`src/rtl/instr_seq.sv`:
```
// +----------------------------------------------------------------------------+
// | instr_seq : MSP430 multi-cycle fetch/operand sequencer, owns the IR.  r1.0  |
// +----------------------------------------------------------------------------+
`default_nettype none

module instr_seq #(
  parameter int RESET_PC_HOLD = 1
) (
  input  logic        clk,
  input  logic        rst,
  input  logic [15:0] MDB_out,
  input  logic        mem_rdy,
  input  logic        halt,
  output logic [15:0] INSTR,
  output logic [1:0]  MAB_sel,
  output logic        MC,
  output logic        PC_inc,
  output logic        ext_src_ld,
  output logic        ext_dst_ld,
  output logic        op_src_ld,
  output logic        op_dst_ld,
  output logic        src_inc,
  output logic        RW,
  output logic        MW,
  output logic        BW,
  output logic        instr_done,
  output logic [2:0]  state
);

  typedef enum logic [2:0] {
    S_RST     = 3'd0,
    S_FETCH   = 3'd1,
    S_SRC_EXT = 3'd2,
    S_SRC_RD  = 3'd3,
    S_DST_EXT = 3'd4,
    S_DST_RD  = 3'd5,
    S_EXEC    = 3'd6,
    S_DST_WR  = 3'd7
  } state_t;

  localparam logic [1:0] C_HOLD_LAST = 2'(RESET_PC_HOLD - 1);

  state_t      state_q, state_d;
  logic [15:0] instr_q, instr_d;
  logic [1:0]  hold_q, hold_d;

  // In FETCH the routing decision must be made on the word arriving from memory.
  logic [15:0] w_word;
  logic [3:0]  w_op, w_src;
  logic [1:0]  w_as, w_src_mab;
  logic        w_fmt1, w_fmt2, w_has_src, w_ad, w_cg, w_imm;
  logic        w_src_ext, w_src_rd, w_dst_rd, w_cmpbit, w_dst_wr, w_rw;
  logic        w_unused_bw_bit;
  state_t      w_after_src_rd, w_after_src_ext, w_after_fetch;

  assign w_word          = (state_q == S_FETCH) ? MDB_out : instr_q;
  assign w_unused_bw_bit = w_word[6];
  assign w_op      = w_word[15:12];
  assign w_fmt2    = (w_op == 4'b0001);
  assign w_fmt1    = (w_op[3:2] != 2'b00);
  assign w_has_src = w_fmt1 | w_fmt2;
  assign w_as      = w_word[5:4];
  assign w_src     = w_fmt1 ? w_word[11:8] : w_word[3:0];
  assign w_ad      = w_fmt1 & w_word[7];
  assign w_cg      = (w_src == 4'd3) | ((w_src == 4'd2) & w_as[1]);
  assign w_imm     = w_has_src & (w_as == 2'b11) & (w_src == 4'd0);
  assign w_src_ext = w_has_src & (((w_as == 2'b01) & ~w_cg) | w_imm);
  assign w_src_rd  = w_has_src & (w_as != 2'b00) & ~w_cg & ~w_imm;
  assign w_dst_rd  = w_ad & (w_op != 4'h4);
  assign w_cmpbit  = (w_op == 4'h9) | (w_op == 4'hB);
  // Format II memory operands are read-modify-write at the source address.
  assign w_dst_wr  = (w_ad & ~w_cmpbit) | (w_fmt2 & w_src_rd);
  assign w_rw      = (w_fmt1 & ~w_ad & ~w_cmpbit) | (w_fmt2 & ~w_src_rd);
  assign w_src_mab = (w_as == 2'b01) ? ((w_src == 4'd2) ? 2'd3 : 2'd2) : 2'd1;

  assign w_after_src_rd  = w_ad ? S_DST_EXT : S_EXEC;
  assign w_after_src_ext = w_src_rd ? S_SRC_RD : w_after_src_rd;
  assign w_after_fetch   = w_src_ext ? S_SRC_EXT : w_after_src_ext;

  always_ff @(posedge clk or posedge rst) begin
    if (rst) begin
      state_q <= S_RST;
      instr_q <= '0;
      hold_q  <= '0;
    end else begin
      state_q <= state_d;
      instr_q <= instr_d;
      hold_q  <= hold_d;
    end
  end

  always_comb begin
    state_d    = state_q;
    instr_d    = instr_q;
    hold_d     = hold_q;
    MAB_sel    = 2'd0;
    MC         = 1'b0;
    PC_inc     = 1'b0;
    ext_src_ld = 1'b0;
    ext_dst_ld = 1'b0;
    op_src_ld  = 1'b0;
    op_dst_ld  = 1'b0;
    src_inc    = 1'b0;
    RW         = 1'b0;
    MW         = 1'b0;
    instr_done = 1'b0;
    case (state_q)
      S_RST: begin
        if (hold_q == C_HOLD_LAST) begin
          state_d = S_FETCH;
          hold_d  = 2'd0;
        end else begin
          hold_d  = hold_q + 2'd1;
        end
      end
      S_FETCH: begin
        if (!halt && mem_rdy) begin
          PC_inc  = 1'b1;
          instr_d = MDB_out;
          state_d = w_after_fetch;
        end
      end
      S_SRC_EXT: begin
        if (mem_rdy) begin
          PC_inc     = 1'b1;
          op_src_ld  = w_imm;
          ext_src_ld = ~w_imm;
          state_d    = w_after_src_ext;
        end
      end
      S_SRC_RD: begin
        MAB_sel = w_src_mab;
        if (mem_rdy) begin
          op_src_ld = 1'b1;
          src_inc   = (w_as == 2'b11);
          state_d   = w_after_src_rd;
        end
      end
      S_DST_EXT: begin
        if (mem_rdy) begin
          PC_inc     = 1'b1;
          ext_dst_ld = 1'b1;
          state_d    = w_dst_rd ? S_DST_RD : S_EXEC;
        end
      end
      S_DST_RD: begin
        MAB_sel = 2'd2;
        MC      = 1'b1;
        if (mem_rdy) begin
          op_dst_ld = 1'b1;
          state_d   = S_EXEC;
        end
      end
      S_EXEC: begin
        RW         = w_rw;
        instr_done = ~w_dst_wr;
        state_d    = w_dst_wr ? S_DST_WR : S_FETCH;
      end
      S_DST_WR: begin
        MAB_sel = w_fmt2 ? w_src_mab : 2'd2;
        MC      = ~w_fmt2;
        if (mem_rdy) begin
          MW         = 1'b1;
          instr_done = 1'b1;
          state_d    = S_FETCH;
        end
      end
      default: state_d = S_RST;
    endcase
  end

  assign INSTR = instr_q;
  assign state = state_q;
  assign BW    = ((instr_q[15:14] != 2'b00) | (instr_q[15:12] == 4'b0001)) & instr_q[6];

endmodule

`default_nettype wire

```
`config.mk`:
```
export PLATFORM = sky130hd
export DESIGN_NAME = instr_seq
export DESIGN_NICKNAME = d
export VERILOG_FILES = /design/src/rtl/instr_seq.sv
export SDC_FILE = /design/constraint.sdc
export NUM_CORES = 1
export LEC_CHECK = 0
export ABC_AREA = 1
export BUFFER_PORTS_ARGS = -buffer_cell sky130_fd_sc_hd__buf_2
export CAP_MARGIN = 40
export CORE_MARGIN = 10
export CORE_UTILIZATION = 29
export CTS_BUF_LIST = sky130_fd_sc_hd__clkbuf_8
export DETAILED_ROUTE_END_ITERATION = 10
export GPL_TIMING_DRIVEN = 0
export PLACE_DENSITY = 0.57
export SLEW_MARGIN = 30
export SYNTH_ARGS = -nofsm -noshare
export SYNTH_HDL_FRONTEND = slang
export SYNTH_SLANG_ARGS = --single-unit
export TNS_END_PERCENT = 100
```
`constraint.sdc`:
```
create_clock -name clk -period 3.05 [get_ports clk]
set_clock_uncertainty 0.15 [all_clocks]
set_input_delay 0.305 -clock clk [delete_from_list [all_inputs] [get_ports clk]]
set_output_delay 0.305 -clock clk [all_outputs]
set_load 0.02 [all_outputs]
```
# == Yosys cells after proc, flatten, opt, wreduce, memory -nomap -nowiden ==
# Index checks and enable logic that the tools add are counted.
# op_classes
add_sub_neg,1
n_eq_ne,23
muxes,35
bitwise,30
reduce_logical,11
# ops
cell,count
3-bit two-way mux,10
3-bit one-hot mux with 8 select lines,1
1-bit bitwise AND,16
16-bit two-way mux,1
3-bit equality test (second input constant),4
1-bit two-way mux,12
2-bit != test (second input constant),6
2-bit two-way mux,5
4-bit by 1-bit equality test with 1-bit output (second input constant),2
4-bit by 2-bit equality test with 1-bit output (second input constant),2
4-bit equality test (second input constant),2
1-bit one-hot mux with 2 select lines,4
1-bit inverter,7
1-bit bitwise OR,7
7-bit AND reduction,1
3-bit by 2-bit equality test with 1-bit output (second input constant),2
2-bit one-hot mux with 3 select lines,1
2-bit nonzero test,3
4-bit zero test,1
4-bit two-way mux,1
4-bit by 3-bit != test with 1-bit output (second input constant),1
3-bit by 1-bit equality test with 1-bit output (second input constant),1
3-bit zero test,1
2-bit by 1-bit adder with 2-bit output (second input constant),1
8 further kinds,8
# totals
reg_bits,21
inputBits,20
output_inout_bits,32
word_cells,103

# == Depth between registers and ports, before layout ==
# Gate-level depths: netlist of run 1.
# depth
ltp_word,14
depth_mapped,19
mapped_depth_nobuf,17

# == Worst setup path after synthesis of run 1 ==
# No wires, ideal clock.
# synth_path
kind,register -> output
startpoint,register state_q[2] (netlist: state[2])
endpoint,output MAB_sel[1]
arrival_ps,2100
required_time_ps,2595
path_slack_ps,495
path_stages_with_launch,11
path_buffers,2
cell_sequence,dfrtp_1 -> buf_6 -> nor2_4 -> nand2_4 -> buf_6 -> nand2_1 -> o21ai_4 -> nand2_2 -> nor2_1 -> o21ai_0 -> a21o_1
# synth_between
elab_chain_cells,6
elab_cells_between_ends,10
classes_between,6 x eq/ne; 4 x mux
# synth_rtl
element,line_no,rtl
from (decl),43,"state_t state_q, state_d;"
from (signal assigned),86,state_q <= state_d;
3-bit by 1-bit equality test with 1-bit output,56,assign w_word = (state_q == S_FETCH) ? MDB_out : instr_q;
16-bit two-way mux,56,
2-bit by 1-bit equality test with 1-bit output,74,assign w_src_mab = (w_as == 2'b01) ? ((w_src == 4'd2) ? 2'd3 : 2'd2) : 2'd1;
2-bit two-way mux,74,
2-bit two-way mux,160,MAB_sel = w_fmt2 ? w_src_mab : 2'd2;
2-bit one-hot mux with 3 select lines (*),107,case (state_q)
to (decl),15,"output logic [1:0] MAB_sel,"
# Mark *: on every way between the ends. The rest lies on a longest branch, timed or not.

# == Worst setup path in the final report of run 1 ==
# layout_path
startpoint,register state_q[2] (netlist: state[2])
endpoint,output RW
# layout_between
elab_chain_cells,14
elab_cells_between_ends,33
classes_between,8 x eq/ne; 3 x mux; 19 x bitwise; 3 x reduce/logical
# layout_rtl
element,line_no,rtl
3-bit by 1-bit equality test with 1-bit output,56,
16-bit two-way mux,56,
2-bit nonzero test,60,assign w_fmt1 = (w_op[3:2] != 2'b00);
4-bit two-way mux,63,assign w_src = w_fmt1 ? w_word[11:8] : w_word[3:0];
4-bit by 2-bit equality test with 1-bit output,65,assign w_cg = (w_src == 4'd3) | ((w_src == 4'd2) & w_as[1]);
1-bit bitwise AND,65,
1-bit bitwise OR,65,
1-bit inverter,68,assign w_src_rd = w_has_src & (w_as != 2'b00) & ~w_cg & ~w_imm;
1-bit bitwise AND (2 in series),68,
1-bit inverter,73,assign w_rw = (w_fmt1 & ~w_ad & ~w_cmpbit) | (w_fmt2 & ~w_src_rd);
1-bit bitwise AND,73,
1-bit bitwise OR,73,
1-bit two-way mux (*),107,
to (decl),23,"output logic RW,"
# Marked as above.

==> impl_metrics.yaml, run 1 <==
global_routing:
  grt_pass1_vias: 1640
  grt_start_max_net_pins: 16
  grt_pass1_wl_mm: 8.128
  grt.overflow.total: 0
  antenna_found_initial: 0
  grtUsageTotal_pct: 11.33
synthesis:
  yosys_warnings: 0
  synth_top_area_share_pct: 32.99
  syn_inst: 240
  avgSynthCellArea_um2: 6.637
  synth_seq_cells: 21
  async_reset_ff_share_pct: 100.0
  netlist_area_um2: 1593
  yosysUniqueCellTypes: 33
  synth_edf_count: 0
  post-synth-top-area-cell: "dfrtp_1"
  synth_commonest_cells: "70 x nand2_1, 32 x inv_1, 23 x nand3_1"
  ys_seq_area_share_pct: 32.99
  ys.flop_type: "dfrtp_1"
  synth_fp_nets: 262
  yosysMostFrequentCell: "nand2_1"
  synth_area_leaders: "dfrtp_1 33%, nand2_1 16%, inv_1 7.5%"
critical_path:
  r2r_end: "state[2]$_DFFE_PP0P_"
  endpoint: "RW"
  cp.arrival_ns: 2.42
  r2r_setup_slack_ns: 0.70
  cp.required_ns: 2.59
  startpoint: "state[2]$_DFFE_PP0P_"
  end_kind: "output port"
  r2r-start: "state[2]$_DFFE_PP0P_"
  critPathLaunchType: "flop"
  critPathMaxFanout: 10
  critPathKind: "flop to output port"
  r2r_cells: 16
finish:
  stdcell_count: 371
  drive_above_1_share_pct: 29.24
  layout.nets: 324
  n_antenna_cell: 0
  syn2layout_area_growth_pct: 28.99
power_and_ir_drop:
  netSwitchingFraction_pct: 55.80
  p_sw_uw: 1459
  p_per_area_nw_per_um2: 1273
  comb_power_share_pct: 72.4
  p_clk_share_pct: 7.4
  ir_drop_mv: 0.4742
  p_int_uw: 1156
  p_leak_uw: 0.001185
  power_frac_seq_pct: 20.1
timing:
  max_freq_mhz: 347.2
  finalSetupTns_ns: 0
  post-route-min-period_ns: 2.880
  grt_setup_unrepaired: "false"
  worstMarginPinSlew_ns: 0.5729
  slew-limit-headroom_pct: 61.81
  finalMaxSlewViolations: 0
  finalHoldViolations: 0
  period_share_pct: 94.42
  setup_viol: 0
  finalWorstSetupSlack_ns: 0.1701
  timing.hold.ws_ns: 0.1330
status:
  status: "finished clean"
routing:
  remaining_drc_errors: 0
  wl_met1_mm: 2.494
  wl_met3_um: 312
  drtAntennaViolNets: 0
  wl_met2_mm: 2.070
  wl_per_cell_um: 13.27
  vias: 1709
  top_layer: "met4"
  avgViaCountPerCell: 4.606
  routed_wl_mm: 4.922
  drt_iter0_drc: 89
  drt_pre_antenna_iters: 4
die:
  core_area_um2: 5205
  die_h_um: 94.11
  die-area_um2: 8857
  ios: 52
  rows: 26
  die_w_um: 94.11
  floorplan.initialDensity_pct: 30.60
cts:
  numCtsBuffers: 3
  h-tree-depth: 1
  cts_tree: "done"
  clockRootBuffer: "clkbuf_8"
  cts_buffer_depth: 2
  clkLatencyLatePin_ns: 0.27
  cts_sinks: 21
  cts.clk_slew.worst_paths_ns: 0.09
placement:
  dp_cells: 362
  place_hpwl_mm: 3.931
  gp_congestion: 0.9215
  post-place-ws_ns: 0.4422
  port_buffers: 51
min_path:
  worst_hold_path_type: "primary input to flop"
flow_run:
  cap_viol_max_count: 0
[stage by stage]
step	cell area, um^2	power (uW)	utilization (%)
global route	2054	2888	39.47
global placement	1936	2352	37.19
CTS	2019	2568	38.80
detailed placement	1963	2369	37.72
floorplan	1593	1886	-
finish	2054	2615	39.47
[worst min path at each step]
stage                                startpoint                    end  slack, ns  cells after the start
after floorplan                             rst   INSTR[0]$_DFFE_PP0P_       0.13                      1
after global routing                 MDB_out[6]   INSTR[6]$_DFFE_PP0P_       0.14                      3
final                                MDB_out[6]   INSTR[6]$_DFFE_PP0P_       0.13                      3
after CTS                            MDB_out[6]   INSTR[6]$_DFFE_PP0P_       0.14                      3
after detailed placement                    rst   INSTR[7]$_DFFE_PP0P_       0.15                      2
after global placement    INSTR[10]$_DFFE_PP0P_  INSTR[10]$_DFFE_PP0P_       0.33                      2
[sequential cells by signal (all words and copies together) (netlist names)]
register and cells:
state 3, INSTR 16, hold_q 2
[layout by cell type, fill, tap and decap left out, drive strengths merged, types with 2 or more instances in the layout]
master | synthesis | routed
buf | 4 | 60
inv | 33 | 33
nand3 | 25 | 25
clkinv | 1 | 2
nand2 | 79 | 79
dfrtp | 21 | 21
nand4 | 2 | 2
ha | 2 | 2
mux2 | 3 | 3
clkbuf | 3 | 6
a21oi | 10 | 10
nor2 | 24 | 24
o21ai | 24 | 24
[power groups by stage]
stage	sequential, uW	combinational, uW	clock [uW]
2_1_floorplan	662	1220	0
3_3_place_gp	529	1820	0
3_5_place_dp	532	1840	0
4_1_cts	527	1840	197
5_1_grt	546	2130	214
6_report	526	1890	194
[cell families after synthesis]
logic type                 count (synthesis)  synth area share, %
muxes                                      4                2.749
adders and majority gates                  2                1.571
DFF                                       21                32.99
AOI/OAI and AO/OA                         39                14.14
buffers and inverters                     41                11.00
and+or+nand+nor                          133                37.55
[worst max-delay path, cell delays in order, from the launching register on]
cell	delay (ns)
dfrtp_1	0.39
buf_6	0.14
nor2_4	0.21
nand2_4	0.08
buf_6	0.16
clkinv_2	0.08
o21ai_1	0.14
nor2_1	0.13
nand2_1	0.07
nor2_2	0.11
nand2_2	0.09
nand3_2	0.10
nand2_1	0.06
a21oi_1	0.20
buf_4	0.19
[area by class of cell]
| cell class | count | area (um^2) |
|---|---|---|
| inverters | 34 | 128.9 |
| flip-flops and latches | 21 | 525.5 |
| multi-input cells | 178 | 894.6 |
| clock buffers | 3 | 41.29 |
| repair buffers | 57 | 325.3 |
| plain buffers | 7 | 46.29 |
| well taps | 70 | 87.58 |
| fillers | 579 | 3151 |
| clock inverters | 1 | 5.005 |
[timing repair]
action,CTS,global route
hold endpoints to repair,6,0
setup buffers,0,4
hold buffers,1,0
resized for setup,0,2
endpoints found under the setup margin,0,2
[routing by layer]
| layer | up-vias | global-route usage [%] |
|---|---|---|
| met2 | 51 | 16.42 |
| met1 | 768 | 16.00 |
| met3 | 4 | 3.517 |
| met4 | 0 | 2.152 |
| met5 | - | 0 |
| li1 | 886 | - |
(Power assumes the default switching activity.)
==> inputs of run 2 (changes only) <==
- CORE_UTILIZATION: 29 -> 44
- PLACE_DENSITY: 0.57 -> 0.77
==> impl_metrics.yaml, run 2 (same netlist as run 1, synthesis figures left out) <==
status:
  status: "finished clean"
routing:
  wl_per_cell_um: 13.36
  drt_iter0_drc: 108
  drt_pre_antenna_iters: 4
  remaining_drc_errors: 0
  routed_wl_mm: 4.621
  avgViaCountPerCell: 4.983
  vias: 1724
  drtAntennaViolNets: 0
die:
  ios: 52
  die_w_um: 80.17
  die-area_um2: 6426
  core_area_um2: 3416
  floorplan.initialDensity_pct: 46.63
  rows: 21
  die_h_um: 80.17
finish:
  layout.nets: 323
  largest_reg_flops: 16
  drive_above_1_share_pct: 28.67
  final_common_cell: "nand2_1"
  final_cell_mix: "69 x nand2_1, 52 x buf_2, 33 x inv_1"
  n_antenna_cell: 0
  syn2layout_area_growth_pct: 25.61
  fillCellCount: 353
critical_path:
  critPathKind: "flop to output port"
  critPathMaxFanout: 10
  cp.arrival_ns: 2.41
  cp.required_ns: 2.59
  end_kind: "output port"
  critPathLaunchType: "flop"
  r2r_cells: 16
cts:
  clockRootBuffer: "clkbuf_8"
  cts.clk_slew.worst_paths_ns: 0.07
  h-tree-depth: 1
  cts_tree: "done"
  cts_sinks: 21
  cts_buffer_depth: 2
  clkLatencyLatePin_ns: 0.26
  numCtsBuffers: 3
timing:
  timing.hold.ws_ns: 0.1373
  grt_setup_unrepaired: "false"
  period_share_pct: 93.99
  worstMarginPinSlew_ns: 0.5374
  slew-limit-headroom_pct: 64.18
  finalHoldViolations: 0
  post-route-min-period_ns: 2.867
  max_freq_mhz: 348.8
  setup_viol: 0
  finalMaxSlewViolations: 0
  finalSetupTns_ns: 0
min_path:
  worst_hold_path_type: "primary input to flop"
  hold_path_depth: 3
power_and_ir_drop:
  p_per_area_nw_per_um2: 1283
  p_leak_uw: 0.001176
  total_power_uw: 2567
  ir_drop_mv: 0.6108
global_routing:
  grt_start_max_net_pins: 17
  grt_pass1_vias: 1639
  antenna_found_initial: 0
  grt.overflow.total: 0
  grtUsageTotal_pct: 14.04
  grt_pass1_wl_mm: 7.410
placement:
  gp_congestion: 0.9315
  port_buffers: 51
  place_hpwl_mm: 3.675
flow_run:
  cap_viol_max_count: 0
-- run 2: cell count changes in the layout (fill, tap and decap cells not counted), sizes merged --
cell	change
buf	-1
clkinv	-1
inv	+1
-- run 2: per-stage QoR --
step	setup slack (ns)	instances	area [um^2]	utilization, %
6_report	0.1833	346	2001	58.57
3_5_place_dp	0.4677	338	1921	56.23
3_3_place_gp	0.4900	337	1906	55.79
5_1_grt	0.004738	346	2001	58.57
4_1_cts	0.1488	343	1976	57.84
2_1_floorplan	0.4953	240	1593	-
-- run 2: final timing paths --
kind,start,to,slack [ns]
worst max-delay path,state[2]$_DFFE_PP0P_,RW,0.18
worst min-delay path,MDB_out[6],INSTR[6]$_DFFE_PP0P_,0.14
worst max register to register,state[2]$_DFFE_PP0P_,state[2]$_DFFE_PP0P_,0.69
worst min register to register,INSTR[10]$_DFFE_PP0P_,INSTR[10]$_DFFE_PP0P_,0.36
max in group asynchronous,rst,INSTR[15]$_DFFE_PP0P_,2.01
min in group asynchronous,rst,INSTR[1]$_DFFE_PP0P_,0.35
-- run 2: layout make-up --
type | instances | area (um^2) | area share (%)
Sequential cell | 21 | 525.5 | 26.27
Clock inverter | 1 | 3.754 | 0.1876
Timing Repair Buffer | 56 | 302.8 | 15.13
Clock buffer | 3 | 41.29 | 2.064
Multi-Input combinational cell | 178 | 894.6 | 44.72
Inverter | 34 | 128.9 | 6.442
Tap cell | 46 | 57.56 | 2.877
Buffer | 7 | 46.29 | 2.314
-- run 2: metal layers --
metal  share of wire (%)  wire length [um]  track usage, %  up-vias
met5                   0                 0               0        -
met4                 1.3                62           6.514        0
met3                 8.7               402           3.229        6
met2                  45              2057           21.59       61
met1                  45              2098           18.11      771
li1                    -                 -               -      886
-- run 2: report_power, final --
| part | total, uW | internal [uW] | switching (uW) | leakage, uW |
|---|---|---|---|---|
| Clock | 181 | 89.9 | 91.6 | 0.0000269 |
| Combinational | 1860 | 640 | 1220 | 0.000895 |
| Sequential | 525 | 414 | 111 | 0.000254 |
| Total | 2570 | 1140 | 1420 | 0.00118 |
-- run 2: repair_timing --
item / CTS / global route
gates resized for setup: 0 / 1
buffers inserted: 0 / 3
hold endpoints to repair: 5 / 0
hold buffers: 1 / 0
setup endpoints to repair: 0 / 2
-- run 2: critical path: stages (launching register included) --
cell	delay [ns]
dfrtp_1	0.39
buf_6	0.14
nor2_4	0.22
nand2_4	0.09
buf_6	0.16
o21ai_4	0.15
nand2_2	0.09
nand2_2	0.08
nand2_1	0.06
nor2_2	0.12
nand2_2	0.10
nand3_2	0.10
nand2_1	0.05
a21oi_1	0.18
buf_2	0.20
